**src/rtl/alu_if.sv**
```systemverilog
// alu_if: request/response bundle between an issuing block and alu_exec_unit.
//   master : drives start, op_en, a, b; observes busy, done, result, zero, err
//   slave  : the execution unit side (directions mirrored)
//   start  : request strobe, taken only while busy is low
//   op_en  : one-hot op select, bit0..14 = ADD,SUB,MUL,DIV,MOD,MAX,MIN,NOT,NAND,XNOR,
//            SHL,SHRL,ROL,ROR,SLT
//   a, b   : unsigned operands
//   busy   : op in flight; done: one-cycle result-valid pulse
//   result, zero, err : registered outputs, held until the next op completes
interface alu_if #(
    parameter int unsigned WIDTH = 16
) ();
    logic             start;
    logic [14:0]      op_en;
    logic [WIDTH-1:0] a;
    logic [WIDTH-1:0] b;
    logic             busy;
    logic             done;
    logic [WIDTH-1:0] result;
    logic             zero;
    logic             err;

    modport master (
        output start, op_en, a, b,
        input  busy, done, result, zero, err
    );

    modport slave (
        input  start, op_en, a, b,
        output busy, done, result, zero, err
    );
endinterface

```
**src/rtl/alu_exec_unit.sv**
```systemverilog
// alu_exec_unit: multi-cycle ALU. Single-cycle ops finish one cycle after the accepting
// edge; MUL (shift-add) and DIV/MOD (restoring division, shared datapath) spend WIDTH
// iteration cycles first.
//   clk   : clock, rising edge
//   rst_n : asynchronous active-low reset
//   bus   : alu_if slave (start/op_en/a/b in, busy/done/result/zero/err out)
module alu_exec_unit #(
    parameter int unsigned WIDTH = 16
) (
    input logic  clk,
    input logic  rst_n,
    alu_if.slave bus
);
    localparam int unsigned ShW  = $clog2(WIDTH);
    localparam int unsigned CntW = ShW + 1;

    typedef enum logic [1:0] {StIdle, StIter, StDone} state_e;
    typedef enum logic [1:0] {KindMul, KindDiv, KindMod} kind_e;

    state_e           state_q, state_d;
    kind_e            kind_q, kind_d;
    logic [CntW-1:0]  cnt_q, cnt_d;
    logic [WIDTH-1:0] opa_q, opa_d;   // MUL: shifted multiplicand; DIV/MOD: dividend/quotient
    logic [WIDTH-1:0] opb_q, opb_d;   // MUL: shifted multiplier;   DIV/MOD: divisor
    logic [WIDTH-1:0] acc_q, acc_d;   // MUL: product;              DIV/MOD: remainder
    logic [WIDTH-1:0] result_q, result_d;
    logic             zero_q, zero_d;
    logic             err_q, err_d;

    logic             accept;
    logic [WIDTH-1:0] sc_res;
    logic [ShW-1:0]   sh;
    logic [2*WIDTH-1:0] dbl_l, dbl_r;
    logic [WIDTH-1:0] mul_acc;
    logic [WIDTH:0]   rem_sh;
    logic             rem_ge;
    logic [WIDTH-1:0] rem_nx;
    logic [WIDTH-1:0] quo_nx;

    assign accept = bus.start && (state_q == StIdle);

    // Single-cycle ops, evaluated straight from the inputs on the accepting edge.
    always_comb begin
        sc_res = '0;
        sh     = bus.b[ShW-1:0];
        dbl_l  = {bus.a, bus.a} << sh;
        dbl_r  = {bus.a, bus.a} >> sh;
        if ($onehot(bus.op_en)) begin
            unique case (1'b1)
                bus.op_en[0]:  sc_res = bus.a + bus.b;
                bus.op_en[1]:  sc_res = bus.a - bus.b;
                bus.op_en[5]:  sc_res = (bus.a > bus.b) ? bus.a : bus.b;
                bus.op_en[6]:  sc_res = (bus.a < bus.b) ? bus.a : bus.b;
                bus.op_en[7]:  sc_res = ~bus.a;
                bus.op_en[8]:  sc_res = ~(bus.a & bus.b);
                bus.op_en[9]:  sc_res = ~(bus.a ^ bus.b);
                bus.op_en[10]: sc_res = bus.a << sh;
                bus.op_en[11]: sc_res = bus.a >> sh;
                bus.op_en[12]: sc_res = dbl_l[2*WIDTH-1:WIDTH];
                bus.op_en[13]: sc_res = dbl_r[WIDTH-1:0];
                bus.op_en[14]: sc_res = {{(WIDTH-1){1'b0}}, (bus.a < bus.b)};
                default:       sc_res = '0;  // MUL/DIV/MOD go through the iterative path
            endcase
        end
    end

    // One iteration step of each multi-cycle datapath.
    always_comb begin
        mul_acc = acc_q + (opb_q[0] ? opa_q : '0);
        rem_sh  = {acc_q, opa_q[WIDTH-1]};
        rem_ge  = rem_sh >= {1'b0, opb_q};
        // When rem_ge holds the difference is below the divisor, so WIDTH bits suffice.
        rem_nx  = rem_ge ? (rem_sh[WIDTH-1:0] - opb_q) : rem_sh[WIDTH-1:0];
        quo_nx  = {opa_q[WIDTH-2:0], rem_ge};
    end

    always_comb begin
        state_d  = state_q;
        kind_d   = kind_q;
        cnt_d    = cnt_q;
        opa_d    = opa_q;
        opb_d    = opb_q;
        acc_d    = acc_q;
        result_d = result_q;
        zero_d   = zero_q;
        err_d    = err_q;

        unique case (state_q)
            StIdle: begin
                if (accept) begin
                    if (!$onehot(bus.op_en)) begin
                        result_d = '0;
                        err_d    = 1'b1;
                        state_d  = StDone;
                    end else if (bus.op_en[2]) begin
                        opa_d   = bus.a;
                        opb_d   = bus.b;
                        acc_d   = '0;
                        cnt_d   = '0;
                        kind_d  = KindMul;
                        state_d = StIter;
                    end else if (bus.op_en[3] || bus.op_en[4]) begin
                        if (bus.b == '0) begin
                            result_d = bus.op_en[3] ? '1 : bus.a;
                            err_d    = 1'b1;
                            state_d  = StDone;
                        end else begin
                            opa_d   = bus.a;
                            opb_d   = bus.b;
                            acc_d   = '0;
                            cnt_d   = '0;
                            kind_d  = bus.op_en[3] ? KindDiv : KindMod;
                            state_d = StIter;
                        end
                    end else begin
                        result_d = sc_res;
                        err_d    = 1'b0;
                        state_d  = StDone;
                    end
                end
            end
            StIter: begin
                cnt_d = cnt_q + 1'b1;
                if (kind_q == KindMul) begin
                    acc_d = mul_acc;
                    opa_d = opa_q << 1;
                    opb_d = opb_q >> 1;
                end else begin
                    acc_d = rem_nx;
                    opa_d = quo_nx;
                end
                if (cnt_d == CntW'(WIDTH)) begin
                    unique case (kind_q)
                        KindMul: result_d = mul_acc;
                        KindDiv: result_d = quo_nx;
                        default: result_d = rem_nx;
                    endcase
                    err_d   = 1'b0;
                    state_d = StDone;
                end
            end
            StDone: begin
                cnt_d   = '0;
                state_d = StIdle;  // a start seen here is dropped
            end
            default: state_d = StIdle;
        endcase

        if (state_d == StDone && state_q != StDone) begin
            zero_d = (result_d == '0);
        end
    end

    always_ff @(posedge clk or negedge rst_n) begin
        if (!rst_n) begin
            state_q  <= StIdle;
            kind_q   <= KindMul;
            cnt_q    <= '0;
            opa_q    <= '0;
            opb_q    <= '0;
            acc_q    <= '0;
            result_q <= '0;
            zero_q   <= 1'b0;
            err_q    <= 1'b0;
        end else begin
            state_q  <= state_d;
            kind_q   <= kind_d;
            cnt_q    <= cnt_d;
            opa_q    <= opa_d;
            opb_q    <= opb_d;
            acc_q    <= acc_d;
            result_q <= result_d;
            zero_q   <= zero_d;
            err_q    <= err_d;
        end
    end

    assign bus.busy   = (state_q != StIdle);
    assign bus.done   = (state_q == StDone);
    assign bus.result = result_q;
    assign bus.zero   = zero_q;
    assign bus.err    = err_q;
endmodule

```
**src/flat_wrapper.sv**
```systemverilog
// flat-port wrapper written by rule: the top's interface ports become plain ports
module alu_exec_unit_flat 
#(
    parameter int unsigned WIDTH = 16
)
  (clk, rst_n, bus_start, bus_op_en, bus_a, bus_b, bus_busy, bus_done, bus_result, bus_zero, bus_err);
  alu_if #(.WIDTH(WIDTH)) bus_i ();
  input logic clk;
  input logic rst_n;
  input wire logic [$bits(bus_i.start)-1:0] bus_start;
  input wire logic [$bits(bus_i.op_en)-1:0] bus_op_en;
  input wire logic [$bits(bus_i.a)-1:0] bus_a;
  input wire logic [$bits(bus_i.b)-1:0] bus_b;
  output wire logic [$bits(bus_i.busy)-1:0] bus_busy;
  output wire logic [$bits(bus_i.done)-1:0] bus_done;
  output wire logic [$bits(bus_i.result)-1:0] bus_result;
  output wire logic [$bits(bus_i.zero)-1:0] bus_zero;
  output wire logic [$bits(bus_i.err)-1:0] bus_err;
  assign bus_i.start = bus_start;
  assign bus_i.op_en = bus_op_en;
  assign bus_i.a = bus_a;
  assign bus_i.b = bus_b;
  assign bus_busy = bus_i.busy;
  assign bus_done = bus_i.done;
  assign bus_result = bus_i.result;
  assign bus_zero = bus_i.zero;
  assign bus_err = bus_i.err;
  alu_exec_unit #(.WIDTH(WIDTH)) u_core (.clk(clk), .rst_n(rst_n), .bus(bus_i));
endmodule
```
**config.mk**
```make
export PLATFORM = sky130hd
export DESIGN_NAME = alu_exec_unit_flat
export DESIGN_NICKNAME = d
export VERILOG_FILES = /design/src/rtl/alu_if.sv /design/src/rtl/alu_exec_unit.sv /design/src/flat_wrapper.sv
export SDC_FILE = /design/constraint.sdc
export NUM_CORES = 1
export LEC_CHECK = 0
export BUFFER_PORTS_ARGS = -buffer_cell sky130_fd_sc_hd__clkbuf_2
export CORE_MARGIN = 10
export CORE_UTILIZATION = 43
export CTS_BUF_LIST = sky130_fd_sc_hd__clkbuf_8
export DETAILED_ROUTE_END_ITERATION = 10
export GPL_TIMING_DRIVEN = 0
export PLACE_DENSITY = 0.71
export SLEW_MARGIN = 20
export SYNTH_ARGS = -nofsm -noshare
export SYNTH_HDL_FRONTEND = slang
export SYNTH_SLANG_ARGS = --single-unit
```
**constraint.sdc**
```tcl
create_clock -name clk -period 3.3 [get_ports clk]
set_input_delay 0.33 -clock clk [delete_from_list [all_inputs] [get_ports clk]]
set_output_delay 0.33 -clock clk [all_outputs]
set_load 0.005 [all_outputs]
```
* After elaboration in Yosys (flattened, before gate mapping) *
Index checks and enable logic that the tools add are counted.

word-level totals
  flip-flop bits (word level) = 75
  bits in latches = 0
  RAM bits = 0
  ROM bits = 0
  bits of input ports = 50
  word-level logic and storage cells = 131
  memories kept = 0

operators by class
  $add $sub $neg = 19
  $mul = 0
  div/mod/pow operators = 0
  magnitude comparators = 3
  equality and inequality tests = 16
  shift operators = 4
  multiplexer cells = 59
  bitwise logic cells = 5
  reductions and logical operators = 16

operators with widths
  kind                count
  $mux 16             28
  $pmux 16 s12        1
  $pmux 16 s2         5
  $not 16->16         3
  $add 16x16->16      2
  $logic_not 16->1    2
  $shl 32x4->32       1
  $shr 32x4->16       1
  $sub 16x16->16      2
  $mux 5              5
  $add 4x4->4         6
  $mux 2              10
  $reduce_and 5->1    4
  $ge 17x16->1        1
  $and 16x16->16      1
  $gt 16x16->1        1
  $lt 16x16->1        1
  $shl 16x4->16       1
  $shr 16x4->16       1
  $xor 16x16->16      1
  $pmux 5 s3          1
  $add 1x1->2         7
  $ne 3x3->1 const B  3
  $mux 1              7
  other kinds (17)    27

* Logic depth before layout (Yosys ltp) *
  word-level depth = 10
  mapped depth = 23
  gate-level depth less buffers = 21

* Least setup slack after synthesis *
No wires, ideal clock.

  path type = input -> register
  start point = in bus_op_en[7]
  end point = reg u_core.zero_q, in the netlist u_core.bus.zero
  setup time = 0.126 ns
  arrival time = 5.300 ns
  data required time = 3.174 ns
  path slack = -2.126 ns
  cell stages on the path = 22
  path buffers = 1
  cell sequence = clkbuf_1 -> clkinv_1 -> ha_1 -> inv_1 -> fa_1 -> fa_1 -> inv_1 -> fa_1 -> ha_1 -> inv_1 -> fa_1 -> nand4_1 -> a2111oi_0 -> or3_1 -> a2bb2oi_1 -> or2_2 -> o311ai_0 -> a41o_1 -> o21bai_1 -> nor4b_2 -> nand3_1 -> o31ai_2

on the way
  word-level cells in the longest chain between the ends = 10

ends and longest elaborated chain
  what                                             line                                      text
  start: declaration                               flat_wrapper.sv:11                        input wire logic [$bits(bus_i.op_en)-1:0] bus_op_en;
  $add 1x1->2 (not written as such)                alu_exec_unit.sv:48, alu_exec_unit.sv:91
  $add 4x4->4 (not written as such) (3 in series)  alu_exec_unit.sv:48, alu_exec_unit.sv:91
  $eq 4x1->1                                       alu_exec_unit.sv:48, alu_exec_unit.sv:91
  $mux 2                                           alu_exec_unit.sv:91                       if (!$onehot(bus.op_en)) begin
  $mux 2                                           alu_exec_unit.sv:90                       if (accept) begin
  $pmux 2 s2                                       alu_exec_unit.sv:88                       unique case (state_q)
  $eq 2x2->1                                       alu_exec_unit.sv:149                      if (state_d == StDone && state_q != StDone) begin
  $logic_and 1x1->1                                alu_exec_unit.sv:149
  end signal: assignment                           alu_exec_unit.sv:173                      zero_q <= zero_d;
  end: declaration                                 alu_exec_unit.sv:27                       logic zero_q, zero_d;

Parallel ways exist; a longest one is shown, timed or not.
A chain may end at the register's enable or synchronous reset.

* Final worst setup path *
Ends and elaborated chain as after synthesis.

==> results.json <==
{
  "dp_hpwl_um": 41000,
  "ys_seq_area_share_pct": 16.9,
  "layout.nets": 1663,
  "cp.arrival_ns": 5.42,
  "wire_per_inst_um": 28.6,
  "cap_violations": 0,
  "yosys.area_share.simple_pct": 18.9,
  "crit_path_end_kind": "flip-flop",
  "drtPass1Iterations": 7,
  "setup.worst_path.start": "bus_op_en[7]",
  "grt_setup_unrepaired": "true",
  "synth_compound_area_share_pct": 29.8,
  "grt_first_pass_wirelength_um": 77300,
  "use_met2_pct": 43.0,
  "core_area_um2": 25300,
  "numCtsBuffers": 9,
  "period_minus_slack_ns": 5.14,
  "syn_nets": 1545,
  "fin_crit_sh_pct": 156,
  "violations": "setup timing",
  "slowest_stage": "fa_1",
  "grt_pass1_vias": 11879,
  "drc_errors": 0,
  "maxSlewHeadroom_pct": 32.7,
  "path_cells": "buf_8 > clkbuf_16 > clkinv_8 > ha_4 > inv_2 > fa_1 > fa_1 > inv_1 > fa_1 > ha_2 > inv_2 > fa_2 > xnor2_4 > buf_6 > a2111oi_4 > or2_4 > o2111a_2 > a2111oi_4 > o2111ai_2 > o2111ai_2 > a2bb2oi_2 > nor4b_4 > nand3_2 > o31ai_2",
  "crit_family": "adder cells",
  "async_flop_share_pct": 100,
  "gp_congestion": 1.08,
  "nFillCells": 2431,
  "reg2regPathDepth": 13,
  "htreeDepth": 3,
  "fmax_mhz": 195,
  "die_height_um": 181,
  "worstHoldStart": "bus_b[15]",
  "die-width_um": 181,
  "initial_core_util_pct": 43.9,
  "viasPerCell": 6.88,
  "synth_cells": 1401,
  "cp_slowest_stage_delay_ns": 0.52,
  "synthXorXnorAreaFrac_pct": 3.24,
  "reg2reg_slack_ns": -1.28,
  "antenna_found_initial": 1,
  "cts_sinks": 75,
  "combPwrFrac_pct": 74.2,
  "fin_ws_ns": -1.84,
  "ant_nets": 0,
  "cts_buffer_depth": 2,
  "finClkSkew_ns": 0.0206,
  "synth_edf_count": 0,
  "ios": 70,
  "hold_class": "input port to flip-flop",
  "drive_gt1_share_pct": 24.0,
  "sw_frac_of_total_pct": 53.0,
  "track_usage_pct": 30.5,
  "use_met3_pct": 8.51,
  "ys_types": 93,
  "clk_latency_ns": 0.38,
  "ctsRootBufferMaster": "clkbuf_8",
  "synthAdderAreaFrac_pct": 11.6,
  "path_common_cell": "fa_1",
  "synth_area_um2": 11100,
  "die_area_um2": 32600,
  "outcome": "finished with violations",
  "critPathRequiredTime_ns": 3.59,
  "drtIter0Drc": 2088,
  "worst_hold_path.endpoint": "u_core.opb_q[15]",
  "r2r_end": "u_core.bus.zero",
  "place.port_buffers": 69,
  "critical_path_class": "input port to flip-flop",
  "synth_top_family_by_area": "compound AO/OA/AOI/OAI gates",
  "rows": 58,
  "p_seq_share_pct": 18.4,
  "leakagePower_nw": 5.88,
  "final_util_pct": 53.9,
  "netSwitchingPower_w": 0.00521,
  "cp_max_fo": 4,
  "muxShareOfSynthArea_pct": 12.0,
  "path_clk_slew_ns": 0.08,
  "critPathLaunchType": "input port",
  "n_antenna_cell": 0,
  "vias": 12756,
  "hold-path-cell-count": 3,
  "path_buf_inv": 7,
  "irDropWorstVdd_mv": 0.921,
  "worstReg2RegStart": "u_core.opb_q[0]",
  "hold_viol_final": 0,
  "fin_setup_tns_ns": -105.25,
  "finalMaxSlewViolations": 0,
  "syn_area_per_cell_um2": 7.91,
  "synth-main-ff-cell": "dfrtp_1",
  "cts_tree": "done",
  "power_frac_clock_pct": 7.4,
  "yosys_register_bits": 75,
  "grt_max_degree": 46,
  "p_int_w": 0.00462,
  "worst_slew_pin_slew_ns": 1.01,
  "grt.overflow.total": 0,
  "yosys_warnings": 0,
  "met1_usage_pct": 42.6,
  "powerDensity_nw_per_um2": 722,
  "area_delta_synth_final_pct": 22.9,
  "totalWireLength_um": 53000,
  "busiest_layer": "met2",
  "setup_violations": 75
}
==> placed cells by master (no fill, tap or decap), types with 12 or more instances in the layout <==
| cell | count |
|---|---|
| nand2_1 | 110 |
| a21oi_1 | 92 |
| inv_1 | 91 |
| nor2_1 | 91 |
| ha_1 | 78 |
| dfrtp_1 | 75 |
| clkbuf_1 | 60 |
| clkbuf_2 | 60 |
| o21ai_0 | 59 |
| mux2i_1 | 37 |
| nand3_1 | 30 |
| and2_1 | 25 |
| buf_4 | 25 |
| a21o_1 | 25 |
| xnor2_1 | 25 |
| mux4_2 | 23 |
| o21ai_1 | 22 |
| buf_6 | 21 |
| a211oi_1 | 21 |
| nor3_1 | 19 |
| nor2b_1 | 18 |
| a31oi_1 | 17 |
| o22ai_1 | 17 |
| mux2_2 | 16 |
| xor2_1 | 15 |
| o21ai_2 | 14 |
| nand2_4 | 14 |
| buf_2 | 13 |
| nand2b_1 | 13 |
| a211oi_2 | 13 |
| o221ai_1 | 13 |
| fa_1 | 13 |
| or2_2 | 12 |
| o211ai_1 | 12 |
==> synthesized netlist by cell type, drive strengths merged, types with 16 or more instances <==
cell | n | area share, %
a31oi | 19 | 1.1
a21oi | 102 | 4.7
nor3 | 28 | 1.3
dfrtp | 75 | 17
o22ai | 18 | 1.0
mux2i | 37 | 3.3
mux4 | 31 | 6.6
clkbuf | 71 | 2.4
ha | 80 | 9.0
nor2b | 18 | 1.0
nor2 | 98 | 3.3
o221ai | 17 | 1.3
and2 | 28 | 1.6
o21ai | 97 | 4.4
nand3 | 33 | 1.5
mux2 | 20 | 2.1
a211oi | 37 | 2.6
a21o | 25 | 1.7
nand2 | 138 | 4.7
or2 | 16 | 0.90
xnor2 | 26 | 2.1
buf | 30 | 1.9
inv | 94 | 3.2
==> kinds of logic (layout without fill, tap and decap cells) <==
logic type	Yosys count	after routing
DFF	75	75
buffers and inverters	197	320
adders and majority gates	94	94
muxes	88	88
xor gates and xnor gates	41	41
and+or+nand+nor	430	430
AOI/OAI and AO/OA	476	476
==> per-stage QoR <==
step / instances / total power, W / cell area (um^2) / hold slack, ns / setup slack [ns]
after floorplan: 1401 / 0.00576 / 11500 / 0.0344 / -1.66
after CTS: 1847 / 0.00923 / 13300 / 0.409 / -1.87
after detailed placement: 1801 / 0.00752 / 12300 / 0.351 / -2.65
after global routing: 1854 / 0.0104 / 13600 / 0.423 / -1.95
final: 1854 / 0.00983 / 13600 / 0.432 / -1.84
after global placement: 1800 / 0.00747 / 12200 / 0.473 / -2.63
==> power groups by stage <==
| stage | Clock, W | Sequential, W | Combinational (W) |
|---|---|---|---|
| after detailed placement | 0 | 0.00172 | 0.00580 |
| after floorplan | 0 | 0.00154 | 0.00422 |
| final | 0.000730 | 0.00181 | 0.00730 |
| after global routing | 0.000763 | 0.00183 | 0.00777 |
| after CTS | 0.000718 | 0.00174 | 0.00677 |
| after global placement | 0 | 0.00172 | 0.00576 |
==> worst register-to-register path: cells and delay by family (launching register included) <==
kind / cells / cell delay [ns]
AOI/OAI and AO/OA: 6 / 1.81
and+or+nand+nor: 4 / 1.15
xor gates and xnor gates: 1 / 0.10
adders and majority gates: 1 / 0.29
DFF: 1 / 0.58
buffers and inverters: 1 / 0.58
==> per-layer routing <==
layer	up-vias	wire length [um]
li1	5492	-
met1	6154	21800
met2	927	21900
met3	181	6890
met4	2	2380
met5	-	13
==> worst max path at each step <==
stage          cells past startpoint  slack, ns         endpoint
2_1_floorplan                     22      -1.66  u_core.bus.zero
3_3_place_gp                      23      -2.63  u_core.bus.zero
3_5_place_dp                      23      -2.65  u_core.bus.zero
4_1_cts                           24      -1.87  u_core.bus.zero
5_1_grt                           24      -1.95  u_core.bus.zero
6_report                          24      -1.84  u_core.bus.zero
==> cell type report <==
cell class              count  area (um^2)  share of cell area (%)
plain buffers              98          616                    4.52
clock buffers               9          124                   0.909
clock inverters             7         61.3                   0.450
inverters                  96          375                    2.76
multi-input cells        1129         9320                    68.4
flip-flops and latches     75         1880                    13.8
well taps                 330          413                    3.03
repair buffers            110          842                    6.18
==> flip-flops by register name (all words and copies together), names as in the netlist <==
signal             flops
u_core.cnt_q           5
u_core.bus.zero        1
u_core.kind_q          2
u_core.acc_q          16
u_core.opb_q          16
u_core.bus.err         1
u_core.state_q         2
u_core.opa_q          16
u_core.bus.result     16
==> timing repair <==
action                     4_1_cts  5_1_grt
setup endpoints to repair       75       75
hold endpoints to repair        30        0
hold buffers                     1        0
pin swaps                       52       22
gates resized for setup        128       59
cloned                           6        1
buffers inserted                26       12
Note: power is estimated with default switching activity, not from simulation.
